[config.mk]
export PLATFORM = sky130hd
export DESIGN_NAME = periph_bus_bridge
export DESIGN_NICKNAME = d
export VERILOG_FILES = /design/src/rtl/periph_bus_bridge.sv
export SDC_FILE = /design/constraint.sdc
export NUM_CORES = 1
export LEC_CHECK = 0
export ABC_AREA = 1
export CORE_AREA = 3 3 162 101
export DETAILED_ROUTE_END_ITERATION = 10
export DIE_AREA = 0 0 165 104
export DONT_BUFFER_PORTS = 1
export HOLD_SLACK_MARGIN = 0.03
export PLACE_DENSITY_LB_ADDON = 0.08
export RECOVER_POWER = 100
export SYNTH_ARGS = -nofsm -noshare
export SYNTH_HDL_FRONTEND = slang
export SYNTH_SLANG_ARGS = --single-unit
[constraint.sdc]
create_clock -name clk -period 3.1 [get_ports clk]
set_clock_uncertainty 0.05 [all_clocks]
set_input_delay 0.62 -clock clk [delete_from_list [all_inputs] [get_ports clk]]
set_output_delay 0.62 -clock clk [all_outputs]
set_load 0.02 [all_outputs]
[src/rtl/periph_bus_bridge.sv]
// ---------------------------------------------------------------------------
// periph_bus_bridge
//
// Purpose:
//   Address decoder and handshake bridge between the picorv32 native memory
//   port and up to four memory-mapped peripheral slots. One address window
//   starting at BASE_ADDR is split into four slots of 2**SLOT_BITS bytes each.
//   A hit on a populated slot is forwarded as a registered request to the
//   peripherals. A hit on an unpopulated slot, or a slave that does not answer
//   within TIMEOUT cycles, is ended with an error response. That way the CPU
//   never stalls forever. Misses are left to whatever other decoder owns them.
//
// Ports:
//   clk, reset          clock (rising edge) and synchronous active-high reset
//   cpu_valid/instr/wstrb/wdata/addr   picorv32 native request
//   cpu_ready           one-cycle completion pulse
//   cpu_rdata           registered read data; held between responses
//   per_valid           request valid to peripherals
//   per_enable[3:0]     one-hot slot select
//   per_instr/wstrb/wdata/addr         registered copies of the request
//   per_ready[3:0]      per-slot ready
//   per_rdata[127:0]    per-slot read data, slot i on [32i+31:32i]
//   bus_err             one-cycle pulse on each error termination
//   err_addr            address of the most recent error
//   err_count           saturating error counter
// ---------------------------------------------------------------------------
module periph_bus_bridge #(
    parameter logic [31:0] BASE_ADDR = 32'h0200_0000,
    parameter int unsigned SLOT_BITS = 8,
    parameter logic [3:0]  SLOT_MASK = 4'b0001,
    parameter int unsigned TIMEOUT   = 255,
    parameter logic [31:0] ERR_DATA  = 32'hDEAD_BEEF
) (
    input  logic         clk,
    input  logic         reset,
    input  logic         cpu_valid,
    input  logic         cpu_instr,
    input  logic [3:0]   cpu_wstrb,
    input  logic [31:0]  cpu_wdata,
    input  logic [31:0]  cpu_addr,
    output logic         cpu_ready,
    output logic [31:0]  cpu_rdata,
    output logic         per_valid,
    output logic [3:0]   per_enable,
    output logic         per_instr,
    output logic [3:0]   per_wstrb,
    output logic [31:0]  per_wdata,
    output logic [31:0]  per_addr,
    input  logic [3:0]   per_ready,
    input  logic [127:0] per_rdata,
    output logic         bus_err,
    output logic [31:0]  err_addr,
    output logic [7:0]   err_count
);

    localparam int unsigned WIN_LSB     = SLOT_BITS + 2;
    localparam logic [7:0]  TIMEOUT_LIM = 8'(TIMEOUT);

    typedef enum logic [1:0] {
        IDLE   = 2'd0,
        ACCESS = 2'd1,
        RESP   = 2'd2,
        ERR    = 2'd3
    } state_t;

    state_t       state_q,     state_d;
    logic [7:0]   tmo_cnt_q,   tmo_cnt_d;
    logic [1:0]   slot_q,      slot_d;
    logic         cpu_ready_q, cpu_ready_d;
    logic [31:0]  cpu_rdata_q, cpu_rdata_d;
    logic         per_valid_q, per_valid_d;
    logic [3:0]   per_enable_q, per_enable_d;
    logic         per_instr_q, per_instr_d;
    logic [3:0]   per_wstrb_q, per_wstrb_d;
    logic [31:0]  per_wdata_q, per_wdata_d;
    logic [31:0]  per_addr_q,  per_addr_d;
    logic         bus_err_q,   bus_err_d;
    logic [31:0]  err_addr_q,  err_addr_d;
    logic [7:0]   err_count_q, err_count_d;

    // Per-slot read data split out of the flat bus.
    logic [31:0] slot_rdata [4];

    for (genvar gi = 0; gi < 4; gi++) begin : g_slot_rdata
        assign slot_rdata[gi] = per_rdata[32*gi +: 32];
    end

    logic       win_hit;
    logic [1:0] req_slot;
    logic [7:0] err_count_inc;

    assign win_hit       = (cpu_addr[31:WIN_LSB] == BASE_ADDR[31:WIN_LSB]);
    assign req_slot      = cpu_addr[WIN_LSB-1:SLOT_BITS];
    assign err_count_inc = (err_count_q == 8'hFF) ? 8'hFF : err_count_q + 8'd1;

    always_comb begin
        state_d      = state_q;
        tmo_cnt_d    = tmo_cnt_q;
        slot_d       = slot_q;
        cpu_ready_d  = 1'b0;
        cpu_rdata_d  = cpu_rdata_q;
        per_valid_d  = per_valid_q;
        per_enable_d = per_enable_q;
        per_instr_d  = per_instr_q;
        per_wstrb_d  = per_wstrb_q;
        per_wdata_d  = per_wdata_q;
        per_addr_d   = per_addr_q;
        bus_err_d    = 1'b0;
        err_addr_d   = err_addr_q;
        err_count_d  = err_count_q;

        case (state_q)
            IDLE: begin
                // The guard on cpu_ready_q keeps a valid that is still high
                // in the completion cycle from starting a second access.
                if (cpu_valid && win_hit && !cpu_ready_q) begin
                    per_addr_d  = cpu_addr;
                    per_wstrb_d = cpu_wstrb;
                    per_wdata_d = cpu_wdata;
                    per_instr_d = cpu_instr;
                    slot_d      = req_slot;
                    if (SLOT_MASK[req_slot]) begin
                        state_d      = ACCESS;
                        per_valid_d  = 1'b1;
                        per_enable_d = 4'b0001 << req_slot;
                        tmo_cnt_d    = 8'd0;
                    end else begin
                        // Error outputs are registered on entry so the CPU
                        // sees the response in the very next cycle.
                        state_d     = ERR;
                        cpu_ready_d = 1'b1;
                        bus_err_d   = 1'b1;
                        cpu_rdata_d = ERR_DATA;
                        err_addr_d  = cpu_addr;
                        err_count_d = err_count_inc;
                    end
                end
            end

            ACCESS: begin
                // Ready is checked first so that a slave answering on the
                // timeout edge still completes normally.
                if (per_ready[slot_q]) begin
                    state_d      = RESP;
                    cpu_ready_d  = 1'b1;
                    cpu_rdata_d  = slot_rdata[slot_q];
                    per_valid_d  = 1'b0;
                    per_enable_d = 4'b0000;
                end else if (tmo_cnt_q == TIMEOUT_LIM) begin
                    state_d      = ERR;
                    cpu_ready_d  = 1'b1;
                    bus_err_d    = 1'b1;
                    cpu_rdata_d  = ERR_DATA;
                    err_addr_d   = per_addr_q;
                    err_count_d  = err_count_inc;
                    per_valid_d  = 1'b0;
                    per_enable_d = 4'b0000;
                end else begin
                    tmo_cnt_d = tmo_cnt_q + 8'd1;
                    // The request is withdrawn as soon as the counter
                    // reaches the limit. This keeps per_valid high for
                    // exactly TIMEOUT cycles. The error follows on the next
                    // edge unless a late ready still arrives.
                    if (tmo_cnt_q + 8'd1 == TIMEOUT_LIM) begin
                        per_valid_d  = 1'b0;
                        per_enable_d = 4'b0000;
                    end
                end
            end

            RESP: begin
                state_d = IDLE;
            end

            ERR: begin
                state_d = IDLE;
            end

            default: begin
                state_d = IDLE;
            end
        endcase
    end

    always_ff @(posedge clk) begin
        if (reset) begin
            state_q      <= IDLE;
            tmo_cnt_q    <= 8'd0;
            slot_q       <= 2'd0;
            cpu_ready_q  <= 1'b0;
            cpu_rdata_q  <= 32'd0;
            per_valid_q  <= 1'b0;
            per_enable_q <= 4'd0;
            per_instr_q  <= 1'b0;
            per_wstrb_q  <= 4'd0;
            per_wdata_q  <= 32'd0;
            per_addr_q   <= 32'd0;
            bus_err_q    <= 1'b0;
            err_addr_q   <= 32'd0;
            err_count_q  <= 8'd0;
        end else begin
            state_q      <= state_d;
            tmo_cnt_q    <= tmo_cnt_d;
            slot_q       <= slot_d;
            cpu_ready_q  <= cpu_ready_d;
            cpu_rdata_q  <= cpu_rdata_d;
            per_valid_q  <= per_valid_d;
            per_enable_q <= per_enable_d;
            per_instr_q  <= per_instr_d;
            per_wstrb_q  <= per_wstrb_d;
            per_wdata_q  <= per_wdata_d;
            per_addr_q   <= per_addr_d;
            bus_err_q    <= bus_err_d;
            err_addr_q   <= err_addr_d;
            err_count_q  <= err_count_d;
        end
    end

    assign cpu_ready  = cpu_ready_q;
    assign cpu_rdata  = cpu_rdata_q;
    assign per_valid  = per_valid_q;
    assign per_enable = per_enable_q;
    assign per_instr  = per_instr_q;
    assign per_wstrb  = per_wstrb_q;
    assign per_wdata  = per_wdata_q;
    assign per_addr   = per_addr_q;
    assign bus_err    = bus_err_q;
    assign err_addr   = err_addr_q;
    assign err_count  = err_count_q;

endmodule

==> results by group <==
Outcome
  – Status: completed

Pwr
  – Leak: 3.460 nW
  – Cell Pwr Density: 530.7 mW/mm^2
  – Peak supply drop: between 300 and 400 uV

Drt
  – Drt pass-1 iters: 5
  – Via count: roughly 7,000
  – 1st-iter DRT viols: around 640
  – Final antenna-violating net count: 0
  – Vias per cell: between 5 and 6
  – DRT Wirelength: 23,300 um
  – DR WL/cell: approximately 18 um
  – # DRC: 0

Logic synthesis
  – Synth Instances: about 1,100
  – Synth Area per Inst: about 6.7 sq um
  – Synth top cells by count: 232 x nand2_1, 226 x nor2_1, 158 x dfxtp_1
  – Share of the synthesized area in the top cell type: a little over two fifths
  – Yosys cell types: 33
  – Area contributors post-synth: dfxtp_1 42%, nand2_1 12%, nor2_1 11%
  – Most used DFF post-synth: dfxtp_1
  – Ys async rst share: 0%
  – Cell with the most instances after synthesis: nand2_1
  – Net Count, Synth: approximately 1,300
  – Synth warnings: 0
  – Synthesized cell area: 0.007452 sq mm
  – Register bit total from synthesis: about 160
  – Cell taking the most area after synthesis: dfxtp_1
  – Post-synth EDFFs: 0
  – Register area share after synthesis: between 40% and 50%

Critical path
  – Worst EP required: between 3 and 4 ns
  – Reg2reg start: cpu_ready
  – Crit path launch: cpu_ready
  – Startpoint Class: flop
  – Crit path kind: flop to flop
  – Critical path arrival: ~3.0 ns
  – CP Capture Type: flop
  – Crit path max fanout: 50

Place
  – Placer Congestion: 0.8440
  – Buffers added on ports: 0
  – Place WS: ~0.36 ns
  – DP Wirelength: 16,540 um

Clocking
  – Clock Path Buffers: 2
  – CTS tree: done
  – Sink Count: 158
  – Root buffer cell: clkbuf_16
  – CTS Buf Count: 17
  – Skew-Pair Late Insertion Delay: 0.42 ns
  – H-tree depth: 4
  – Post-CTS setup buffers: 0
  – Clock Pin Slew Worst Setup and Hold Paths: ~0.070 ns
  – CTS resizes: 0
  – Hold Buf Count CTS: 0

Layout
  – Final Net Count: approximately 1,300
  – Layout fillers: approximately 1,500
  – Layout cells sized above 1: under 10%
  – Area growth, synth to finish: 7.690%
  – Core Util, Final: 53.12%

STA
  – Max Clock Freq: around 0.37 GHz
  – Max Slew Vio Count: 0
  – Part of the cycle the worst path needs: 87.49%
  – # setup viols final: 0
  – Slew at the pin with the worst max-slew slack: ~1.3 ns
  – Final Worst Setup Slack: between 0.3 and 0.4 ns
  – Slew headroom: 16.48%
  – RSZ-0062 raised after global routing: false
  – Hold Fails Final Rpt: 0
  – Aggregate negative setup slack: 0 ns
  – Tmin final: approximately 2.7 ns

Floorplan
  – IO Count: 352
  – Initial Util: 49.33%
  – Row count: 35
  – Die Span X: approximately 170 um
  – Core Footprint: 0.01511 sq mm
  – DIE AREA: 0.01716 sq mm
  – DIE HEIGHT: roughly 100 um

GRT
  – Global-route wire length before repair: 35,510 um
  – Largest net degree at the start of global routing: 71
  – Initial antenna violation count: 2
  – GRT overflow: 0
  – Gr usage total: around 26%
  – Vias in the first global route: ~6,500

Min path
  – Worst Hold Launch: reset
  – Worst min path class: primary input to flop

Flow run
  – Maxcap violations: 0
==> metrics by stage <==
stage,power (mW),area (sq um),hold slack [ns],cells
detailed placement,2.172,7445,0.4093,1247
global route,4.407,8025,0.1895,1281
floorplan,2.168,7452,0.3912,1108
CTS,4.298,8061,0.1962,1279
finish,4.259,8025,0.2189,1281
global placement,2.173,7445,0.4092,1247
==> worst paths after layout <==
path	to	slack, ns	cells past startpoint
min	err_count[6]	0.22	1
min reg2reg	tmo_cnt_q[6]	0.42	2
max reg2reg	per_wdata[12]	0.39	8
max	per_wdata[12]	0.39	8
==> state kept, by name, indices dropped and copies added, names as in the netlist <==
signal	count
slot_q	1
cpu_ready	1
per_instr	1
per_enable	4
cpu_rdata	32
bus_err	1
per_wstrb	4
per_valid	1
tmo_cnt_q	8
err_addr	32
state_q	2
per_addr	31
per_wdata	32
err_count	8
==> power breakdown <==
part | leakage (nW) | internal [mW] | switching [mW] | total, mW
logic | 1.89 | 0.0333 | 0.0629 | 0.0962
registers | 1.27 | 2.03 | 0.000000950 | 2.03
clock network | 0.297 | 1.16 | 0.970 | 2.14
total | 3.46 | 3.23 | 1.03 | 4.26
==> cell families (layout without fill, tap and decap cells) <==
kind of cell | count (synthesis) | in the layout | synth area share, %
buffers and inverters | 154 | 122 | 8.983
XOR/XNOR | 2 | 2 | 0.2351
adder cells (fa/ha/maj) | 3 | 3 | 0.5037
AND/OR/NAND/NOR | 570 | 570 | 31.82
other | 0 | 2 | 0
flip-flops | 158 | 158 | 42.44
AO/OA/AOI/OAI | 221 | 221 | 16.02
==> layer usage <==
layer  track usage [%]  wire length [um]  up-vias
met3             9.948              2432       26
li1                  -                 -     3495
met1             34.78             10110     3150
met4             6.403               328        0
met5                 0                 0        -
met2             39.42             10430      286
==> critical path, cell delays in order (launching register included) <==
cell and delay, ns:
dfxtp_1 0.49, nand3b_1 0.16, nor2_1 0.05, nand3_1 0.16, nor2_2 0.06, inv_1 0.75
clkbuf_4 0.69, nor2_1 0.11, nor2_1 0.11
==> layout by cell type, fill, tap and decap left out, types with 4 or more instances in the layout <==
cell type and count:
a21oi_1 61, inv_1 75, dfxtp_1 157, inv_8 4, nand3_1 88, a211oi_1 10, buf_4 7, clkinv_8 4
nand2_1 235, nor2_1 226, o21ai_1 4, clkbuf_16 17, o22ai_1 32, o21ai_0 111
==> cell type report <==
type,instances,area [sq um],area share (%)
well taps,203,254.0,3.165
multi-input cells,796,3598,44.84
repair buffers,11,87.58,1.091
diodes,2,5.005,0.06236
inverters,79,299.0,3.726
clock buffers,17,425.4,5.301
flip-flops and latches,158,3164,39.43
clock inverters,15,191.4,2.385
Note: power is estimated with default switching activity, not from simulation.
